==> config.mk <==
export PLATFORM = sky130hd
export DESIGN_NAME = ball_kinematics_flat
export DESIGN_NICKNAME = d
export VERILOG_FILES = /design/src/rtl/ball_pkg.sv /design/src/rtl/ball_kinematics_if.sv /design/src/rtl/ball_axis.sv /design/src/rtl/ball_kinematics.sv /design/src/flat_wrapper.sv
export SDC_FILE = /design/constraint.sdc
export NUM_CORES = 1
export LEC_CHECK = 0
export BUFFER_PORTS_ARGS = -buffer_cell sky130_fd_sc_hd__buf_2
export CORE_MARGIN = 2
export CORE_UTILIZATION = 60
export DETAILED_ROUTE_END_ITERATION = 16
export PLACE_DENSITY = 0.81
export SYNTH_ARGS = -nofsm -noshare
export SYNTH_HDL_FRONTEND = slang
export SYNTH_SLANG_ARGS = --single-unit
==> constraint.sdc <==
create_clock -name clk -period 4.7 [get_ports clk]
set_clock_uncertainty 0.1 [all_clocks]
set_input_delay 0.235 -clock clk [delete_from_list [all_inputs] [get_ports clk]]
set_output_delay 0.235 -clock clk [all_outputs]
set_load 0.03 [all_outputs]
==> src/rtl/ball_pkg.sv <==
// Shared definitions for the ball kinematics block: FSM states, wall-hit bit
// positions, and the dead-zone / saturation arithmetic helpers used per axis.
package ball_pkg;

  // Update sequencer states, one cycle each.
  typedef enum logic [1:0] {
    ST_IDLE    = 2'd0,
    ST_CAPTURE = 2'd1,
    ST_VEL     = 2'd2,
    ST_POS     = 2'd3
  } state_t;

  // Bit positions inside hit_wall = {y_max, y_min, x_max, x_min}.
  localparam int HIT_W     = 4;
  localparam int HIT_X_MIN = 0;
  localparam int HIT_X_MAX = 1;
  localparam int HIT_Y_MIN = 2;
  localparam int HIT_Y_MAX = 3;

  // True when |a| < dz. Done in int so the most negative sample has a
  // representable magnitude and is never mistaken for a small value.
  function automatic logic in_dead_zone(input int a, input int dz);
    return (a > -dz) && (a < dz);
  endfunction

  // Clamp v into [-lim, +lim].
  function automatic int saturate(input int v, input int lim);
    if (v > lim)
      return lim;
    else if (v < -lim)
      return -lim;
    else
      return v;
  endfunction

endpackage

==> src/rtl/ball_kinematics_if.sv <==
// Sample-in / state-out bundle of the ball kinematics block.
// master: the accelerometer side that drives samples and hold, reads results.
// slave: the kinematics engine itself.
interface ball_kinematics_if #(
  parameter int ACC_W = 9,
  parameter int POS_W = 10,
  parameter int VEL_W = 8
);
  import ball_pkg::*;

  logic signed [ACC_W-1:0] accel_x;
  logic signed [ACC_W-1:0] accel_y;
  logic                    hold;
  logic [POS_W-1:0]        x_out;
  logic [POS_W-1:0]        y_out;
  logic signed [VEL_W-1:0] vx_out;
  logic signed [VEL_W-1:0] vy_out;
  logic                    tick_out;
  logic [HIT_W-1:0]        hit_wall;

  modport master (
    output accel_x, accel_y, hold,
    input  x_out, y_out, vx_out, vy_out, tick_out, hit_wall
  );

  modport slave (
    input  accel_x, accel_y, hold,
    output x_out, y_out, vx_out, vy_out, tick_out, hit_wall
  );

endinterface

==> src/rtl/ball_axis.sv <==
// One axis of the ball: dead-zoned sample capture, saturating velocity,
// sub-pixel position integrate and wall clamp/bounce. Each stage is enabled
// for one cycle by the sequencer; hit pulses last exactly one cycle.
module ball_axis
  import ball_pkg::*;
#(
  parameter int ACC_W    = 9,
  parameter int POS_W    = 10,
  parameter int FRAC     = 4,
  parameter int VEL_W    = 8,
  parameter int VMAX     = 32,
  parameter int MAX      = 639,
  parameter int DEADZONE = 8,
  parameter int BOUNCE   = 0
) (
  input  logic                    clk,
  input  logic                    reset,
  input  logic                    capture_en,
  input  logic                    vel_en,
  input  logic                    pos_en,
  input  logic signed [ACC_W-1:0] accel,
  output logic [POS_W-1:0]        pos_out,
  output logic signed [VEL_W-1:0] vel_out,
  output logic                    hit_min,
  output logic                    hit_max
);

  localparam int IW  = POS_W + FRAC;      // stored position {int, frac}
  localparam int PW  = POS_W + FRAC + 2;  // signed integrate width, room for both overflows
  localparam int SW  = VEL_W + ACC_W;     // velocity sum width
  localparam logic [IW-1:0] P_MAX        = IW'(MAX) << FRAC;
  localparam logic [IW-1:0] P_RST        = IW'(MAX / 2) << FRAC;
  localparam logic signed [PW-1:0] P_MAX_S = $signed({2'b00, P_MAX});
  localparam bit BOUNCE_EN = (BOUNCE != 0);

  logic signed [ACC_W-1:0] acc_q;
  logic signed [VEL_W-1:0] vel_q;
  logic [IW-1:0]           pos_q;
  logic signed [SW-1:0]    vel_sum;
  logic signed [PW-1:0]    p_next;
  logic signed [VEL_W-1:0] vel_half;

  assign vel_sum  = SW'(vel_q) + SW'(acc_q);
  assign p_next   = $signed({2'b00, pos_q}) + {{(PW-VEL_W){vel_q[VEL_W-1]}}, vel_q};
  assign vel_half = vel_q >>> 1;

  // Sample capture with dead zone; velocity and position update with clamp/bounce.
  always_ff @(posedge clk) begin
    if (reset) begin
      acc_q   <= '0;
      vel_q   <= '0;
      pos_q   <= P_RST;
      hit_min <= 1'b0;
      hit_max <= 1'b0;
    end else begin
      hit_min <= 1'b0;
      hit_max <= 1'b0;
      if (capture_en)
        acc_q <= in_dead_zone(int'(accel), DEADZONE) ? '0 : accel;
      if (vel_en)
        vel_q <= VEL_W'(saturate(int'(vel_sum), VMAX));
      if (pos_en) begin
        if (p_next < 0) begin
          pos_q   <= '0;
          hit_min <= 1'b1;
          vel_q   <= BOUNCE_EN ? -vel_half : '0;
        end else if (p_next > P_MAX_S) begin
          pos_q   <= P_MAX;
          hit_max <= 1'b1;
          vel_q   <= BOUNCE_EN ? -vel_half : '0;
        end else begin
          pos_q   <= p_next[IW-1:0];
        end
      end
    end
  end

  assign pos_out = pos_q[IW-1:FRAC];
  assign vel_out = vel_q;

endmodule

==> src/rtl/ball_kinematics.sv <==
// Ball mover: integrates accelerometer samples into velocity then position
// once per internal tick, four cycles from tick to valid outputs.
// Ticks seen with hold set, or while an update is running, are dropped.
module ball_kinematics
  import ball_pkg::*;
#(
  parameter int ACC_W    = 9,
  parameter int POS_W    = 10,
  parameter int FRAC     = 4,
  parameter int VEL_W    = 8,
  parameter int VMAX     = 32,
  parameter int X_MAX    = 639,
  parameter int Y_MAX    = 479,
  parameter int DEADZONE = 8,
  parameter int TICK_DIV = 1666667,
  parameter int BOUNCE   = 0,
  parameter int SIMULATE = 0
) (
  input  logic               clk,
  input  logic               reset,
  ball_kinematics_if.slave   bus
);

  localparam int TICKS = (SIMULATE != 0) ? 4 : TICK_DIV;
  localparam int CW    = (TICKS > 1) ? $clog2(TICKS) : 1;

  logic [CW-1:0] tick_cnt;
  logic          tick;
  state_t        state, state_nxt;
  logic          capture_en, vel_en, pos_en;
  logic          tick_q;
  logic          hit_x_min, hit_x_max, hit_y_min, hit_y_max;

  assign tick = (tick_cnt == CW'(TICKS - 1));

  // Free-running tick divider; keeps counting regardless of hold.
  always_ff @(posedge clk) begin
    if (reset)
      tick_cnt <= '0;
    else if (tick)
      tick_cnt <= '0;
    else
      tick_cnt <= tick_cnt + 1'b1;
  end

  // Sequencer state register.
  always_ff @(posedge clk) begin
    if (reset)
      state <= ST_IDLE;
    else
      state <= state_nxt;
  end

  // Sequencer next state and per-stage enables.
  always_comb begin
    state_nxt  = state;
    capture_en = 1'b0;
    vel_en     = 1'b0;
    pos_en     = 1'b0;
    case (state)
      ST_IDLE: begin
        if (tick && !bus.hold)
          state_nxt = ST_CAPTURE;
      end
      ST_CAPTURE: begin
        capture_en = 1'b1;
        state_nxt  = ST_VEL;
      end
      ST_VEL: begin
        vel_en    = 1'b1;
        state_nxt = ST_POS;
      end
      ST_POS: begin
        pos_en    = 1'b1;
        state_nxt = ST_IDLE;
      end
      default: state_nxt = ST_IDLE;
    endcase
  end

  // New-position strobe, aligned with the hit pulses from the axes.
  always_ff @(posedge clk) begin
    if (reset)
      tick_q <= 1'b0;
    else
      tick_q <= pos_en;
  end

  ball_axis #(
    .ACC_W(ACC_W), .POS_W(POS_W), .FRAC(FRAC), .VEL_W(VEL_W), .VMAX(VMAX),
    .MAX(X_MAX), .DEADZONE(DEADZONE), .BOUNCE(BOUNCE)
  ) u_axis_x (
    .clk(clk), .reset(reset),
    .capture_en(capture_en), .vel_en(vel_en), .pos_en(pos_en),
    .accel(bus.accel_x),
    .pos_out(bus.x_out), .vel_out(bus.vx_out),
    .hit_min(hit_x_min), .hit_max(hit_x_max)
  );

  ball_axis #(
    .ACC_W(ACC_W), .POS_W(POS_W), .FRAC(FRAC), .VEL_W(VEL_W), .VMAX(VMAX),
    .MAX(Y_MAX), .DEADZONE(DEADZONE), .BOUNCE(BOUNCE)
  ) u_axis_y (
    .clk(clk), .reset(reset),
    .capture_en(capture_en), .vel_en(vel_en), .pos_en(pos_en),
    .accel(bus.accel_y),
    .pos_out(bus.y_out), .vel_out(bus.vy_out),
    .hit_min(hit_y_min), .hit_max(hit_y_max)
  );

  assign bus.tick_out = tick_q;

  // Pack wall hits into their fixed bit slots.
  always_comb begin
    bus.hit_wall            = '0;
    bus.hit_wall[HIT_X_MIN] = hit_x_min;
    bus.hit_wall[HIT_X_MAX] = hit_x_max;
    bus.hit_wall[HIT_Y_MIN] = hit_y_min;
    bus.hit_wall[HIT_Y_MAX] = hit_y_max;
  end

endmodule

==> src/flat_wrapper.sv <==
// flat-port wrapper written by rule: the top's interface ports become plain ports
module ball_kinematics_flat import ball_pkg::*;
#(
  parameter int ACC_W    = 9,
  parameter int POS_W    = 10,
  parameter int FRAC     = 4,
  parameter int VEL_W    = 8,
  parameter int VMAX     = 32,
  parameter int X_MAX    = 639,
  parameter int Y_MAX    = 479,
  parameter int DEADZONE = 8,
  parameter int TICK_DIV = 1666667,
  parameter int BOUNCE   = 0,
  parameter int SIMULATE = 0
)
  (clk, reset, bus_accel_x, bus_accel_y, bus_hold, bus_x_out, bus_y_out, bus_vx_out, bus_vy_out, bus_tick_out, bus_hit_wall);
  ball_kinematics_if #(.ACC_W(ACC_W), .POS_W(POS_W), .VEL_W(VEL_W)) bus_i ();
  input  logic clk;
  input  logic reset;
  input wire logic [$bits(bus_i.accel_x)-1:0] bus_accel_x;
  input wire logic [$bits(bus_i.accel_y)-1:0] bus_accel_y;
  input wire logic [$bits(bus_i.hold)-1:0] bus_hold;
  output wire logic [$bits(bus_i.x_out)-1:0] bus_x_out;
  output wire logic [$bits(bus_i.y_out)-1:0] bus_y_out;
  output wire logic [$bits(bus_i.vx_out)-1:0] bus_vx_out;
  output wire logic [$bits(bus_i.vy_out)-1:0] bus_vy_out;
  output wire logic [$bits(bus_i.tick_out)-1:0] bus_tick_out;
  output wire logic [$bits(bus_i.hit_wall)-1:0] bus_hit_wall;
  assign bus_i.accel_x = bus_accel_x;
  assign bus_i.accel_y = bus_accel_y;
  assign bus_i.hold = bus_hold;
  assign bus_x_out = bus_i.x_out;
  assign bus_y_out = bus_i.y_out;
  assign bus_vx_out = bus_i.vx_out;
  assign bus_vy_out = bus_i.vy_out;
  assign bus_tick_out = bus_i.tick_out;
  assign bus_hit_wall = bus_i.hit_wall;
  ball_kinematics #(.ACC_W(ACC_W), .POS_W(POS_W), .FRAC(FRAC), .VEL_W(VEL_W), .VMAX(VMAX), .X_MAX(X_MAX), .Y_MAX(Y_MAX), .DEADZONE(DEADZONE), .TICK_DIV(TICK_DIV), .BOUNCE(BOUNCE), .SIMULATE(SIMULATE)) u_core (.clk(clk), .reset(reset), .bus(bus_i));
endmodule
==> flow_metrics.env <==
export IMPL_timing_hold_ws_ps=20.3
export IMPL_dieArea_um2=11200
export IMPL_irDropWorstVdd_mv=0.227
export IMPL_gp_congestion=0.952
export IMPL_wl_per_cell_um=15.8
export IMPL_grt_use_total_pct=26.8
export IMPL_syn_inst=753
export IMPL_cts_path_max_buffers=2
export IMPL_io_buffers=61
export IMPL_p_per_area_nw_per_um2=345
export IMPL_rr_worst_depth=10
export IMPL_grt_max_degree=28
export IMPL_status="finished clean"
export IMPL_core_area_um2=10200
export IMPL_yosys_area_top_type="dfxtp_1"
export IMPL_layout_drive_gt1_share_pct=13.2
export IMPL_dr_pass1_iters=5
export IMPL_power_mw=2.31
export IMPL_drc=0
export IMPL_grt_pass1_vias=5316
export IMPL_drt_iter0_markers=224
export IMPL_drv_slew=0
export IMPL_synth_edf_count=0
export IMPL_ys_seq_elements=90
export IMPL_ys_flop_type="dfxtp_1"
export IMPL_cts_buffers=9
export IMPL_post_cts_repair_setup_buffers=0
export IMPL_syn_area_um2=6220
export IMPL_wl_mm=14.6
export IMPL_antenna_left=0
export IMPL_row_count=37
export IMPL_tritoncts="yes"
export IMPL_ys_warn_count=0
export IMPL_clkTransAtPathRegs_ps=80
export IMPL_avgSynthCellArea_um2=8.27
export IMPL_fill_cells=882
export IMPL_yosysSeqAreaShare_pct=28.9
export IMPL_grt_overflow_total=0
export IMPL_synthArstFlopShare_pct=0
export IMPL_worstPathRequired_ps=4880
export IMPL_h_tree_depth=3
export IMPL_synth_nets=833
export IMPL_dp_hpwl_mm=11.0
export IMPL_grt_pass1_wl_mm=24.7
export IMPL_utilization_pct=65.7
export IMPL_worstPathArrival_ps=3720
export IMPL_hold_buffers=0
export IMPL_final_common_cell="nor2_1"
export IMPL_power_leakage_nw=2.87
export IMPL_clock_latency_ps=370
export IMPL_ys_top_cells_by_area="dfxtp_1, ha_1, a21oi_1, nor2_1, xor2_1"
export IMPL_hold_violations=0
export IMPL_boundaryPins=62
export IMPL_vias=5720
export IMPL_clock_root_buffer="clkbuf_8"
export IMPL_setup_viol=0
export IMPL_layout_common_cells="nor2_1, dfxtp_1, a21oi_1"
export IMPL_relSlewSlack_pct=45.9
export IMPL_synth_top_area_share_pct=28.9
export IMPL_die_h_um=106
export IMPL_antenna_cells=0
export IMPL_rsz0062_at_grt="false"
export IMPL_antenna_found_initial=0
export IMPL_drt_vias_per_instance=6.20
export IMPL_hold_path_depth=3
export IMPL_maxCapViolCount=0
export IMPL_fin_crit_sh_pct=75.4
export IMPL_die_w_um=106
export IMPL_initial_core_util_pct=61.1
export IMPL_worst_path_max_fanout=8
export IMPL_final_min_clock_period_ps=3550
export IMPL_clock_sinks=90
export IMPL_worst_setup_path_type="flip-flop to flip-flop"
export IMPL_area_growth_pct=7.54
export IMPL_nets=862
export IMPL_setup_worst_path_end_class="flip-flop"
export IMPL_cts_resized=0
export IMPL_worstMarginPinSlew_ps=809
export IMPL_fmax_mhz=282
export IMPL_fin_tns_setup_ps=0
export IMPL_synth_distinct_cells=75
export IMPL_crit_path_start_kind="flip-flop"
export IMPL_hold_class="input port to flip-flop"
per-layer routing:
| metal | track usage, % | vias to the layer above | wire, um |
|---|---|---|---|
| li1 | - | 2796 | - |
| met1 | 35.2 | 2696 | 6670 |
| met2 | 43.7 | 189 | 6690 |
| met3 | 5.75 | 39 | 904 |
| met4 | 9.21 | 0 | 345 |
| met5 | 0 | - | 0 |
sequential cells by signal, indices dropped and copies added (netlist names), 2 cells and up:
name,cells
u_core.u_axis_y.acc_q,9
u_core.u_axis_x.pos_q,14
u_core.u_axis_x.acc_q,9
u_core.state,2
u_core.u_axis_y.pos_q,14
u_core.tick_cnt,21
u_core.u_axis_x.vel_out,8
u_core.u_axis_y.vel_out,8
report_power, final:
group          total [mW]  internal [mW]  switching, mW
Combinational       0.793          0.309          0.484
Sequential          0.866          0.814         0.0518
Clock               0.650          0.369          0.281
Total                2.31           1.49          0.817
cells by family (layout without fill, tap and decap cells):
group,Yosys count,in the layout,synth area share (%)
AO/OA/AOI/OAI,227,227,26.0
flip-flops,90,90,28.9
multiplexers,2,2,0.322
buffers and inverters,73,107,5.97
AND/OR/NAND/NOR,255,255,19.8
XOR/XNOR,47,47,6.61
adder cells (fa/ha/maj),59,59,12.3
final cells by class:
class | instances | area (um2) | share of cell area, %
sequential | 90 | 1800 | 26.9
inverter | 29 | 109 | 1.63
multi-input combinational | 590 | 4060 | 60.6
timing repair buffer | 62 | 313 | 4.67
clock inverter | 4 | 98.8 | 1.48
clock buffer | 12 | 145 | 2.17
tap | 136 | 170 | 2.54
final timing paths:
path | startpoint | to | slack [ps]
max | u_core.u_axis_y.vel_out[0] | u_core.u_axis_y.vel_out[5] | 1150
min reg2reg | u_core.u_axis_y.pos_q[13] | u_core.u_axis_y.pos_q[13] | 380
min | bus_accel_x[0] | u_core.u_axis_x.acc_q[0] | 20
max reg2reg | u_core.u_axis_y.vel_out[0] | u_core.u_axis_y.vel_out[5] | 1150
critical path: stages (launching register included):
cell	delay, ps
dfxtp_1	360
ha_1	240
fa_1	400
a21oi_1	270
o21ai_1	190
a2111oi_0	440
a211oi_1	130
xnor2_1	180
o31ai_2	450
a41oi_2	340
a311oi_1	330
cell usage after synthesis, drive strengths merged (4+ instances only):
cell,instances
a21o,11
nand4,6
nand2b,13
o21ai,38
inv,29
or3,7
buf,26
dfxtp,90
o31ai,6
nor3,16
a211oi,12
a32o,7
fa,4
o21a,11
nor4,5
o221ai,4
a211o,9
xnor2,22
nand3,28
nor2,92
a2111oi,4
a21oi,71
o21bai,5
or2,5
xor2,25
nor2b,17
o211ai,6
clkbuf,18
nand2,43
ha,55
and3,11
through the flow:
stage	setup WS [ps]	instance area, um2	cells
3_5_place_dp	1250	6450	907
6_report	1150	6690	923
3_3_place_gp	1290	6450	907
4_1_cts	1210	6690	923
5_1_grt	835	6690	923
2_1_floorplan	1440	6220	753
No activity file was read; power rests on OpenSTA's default activity.
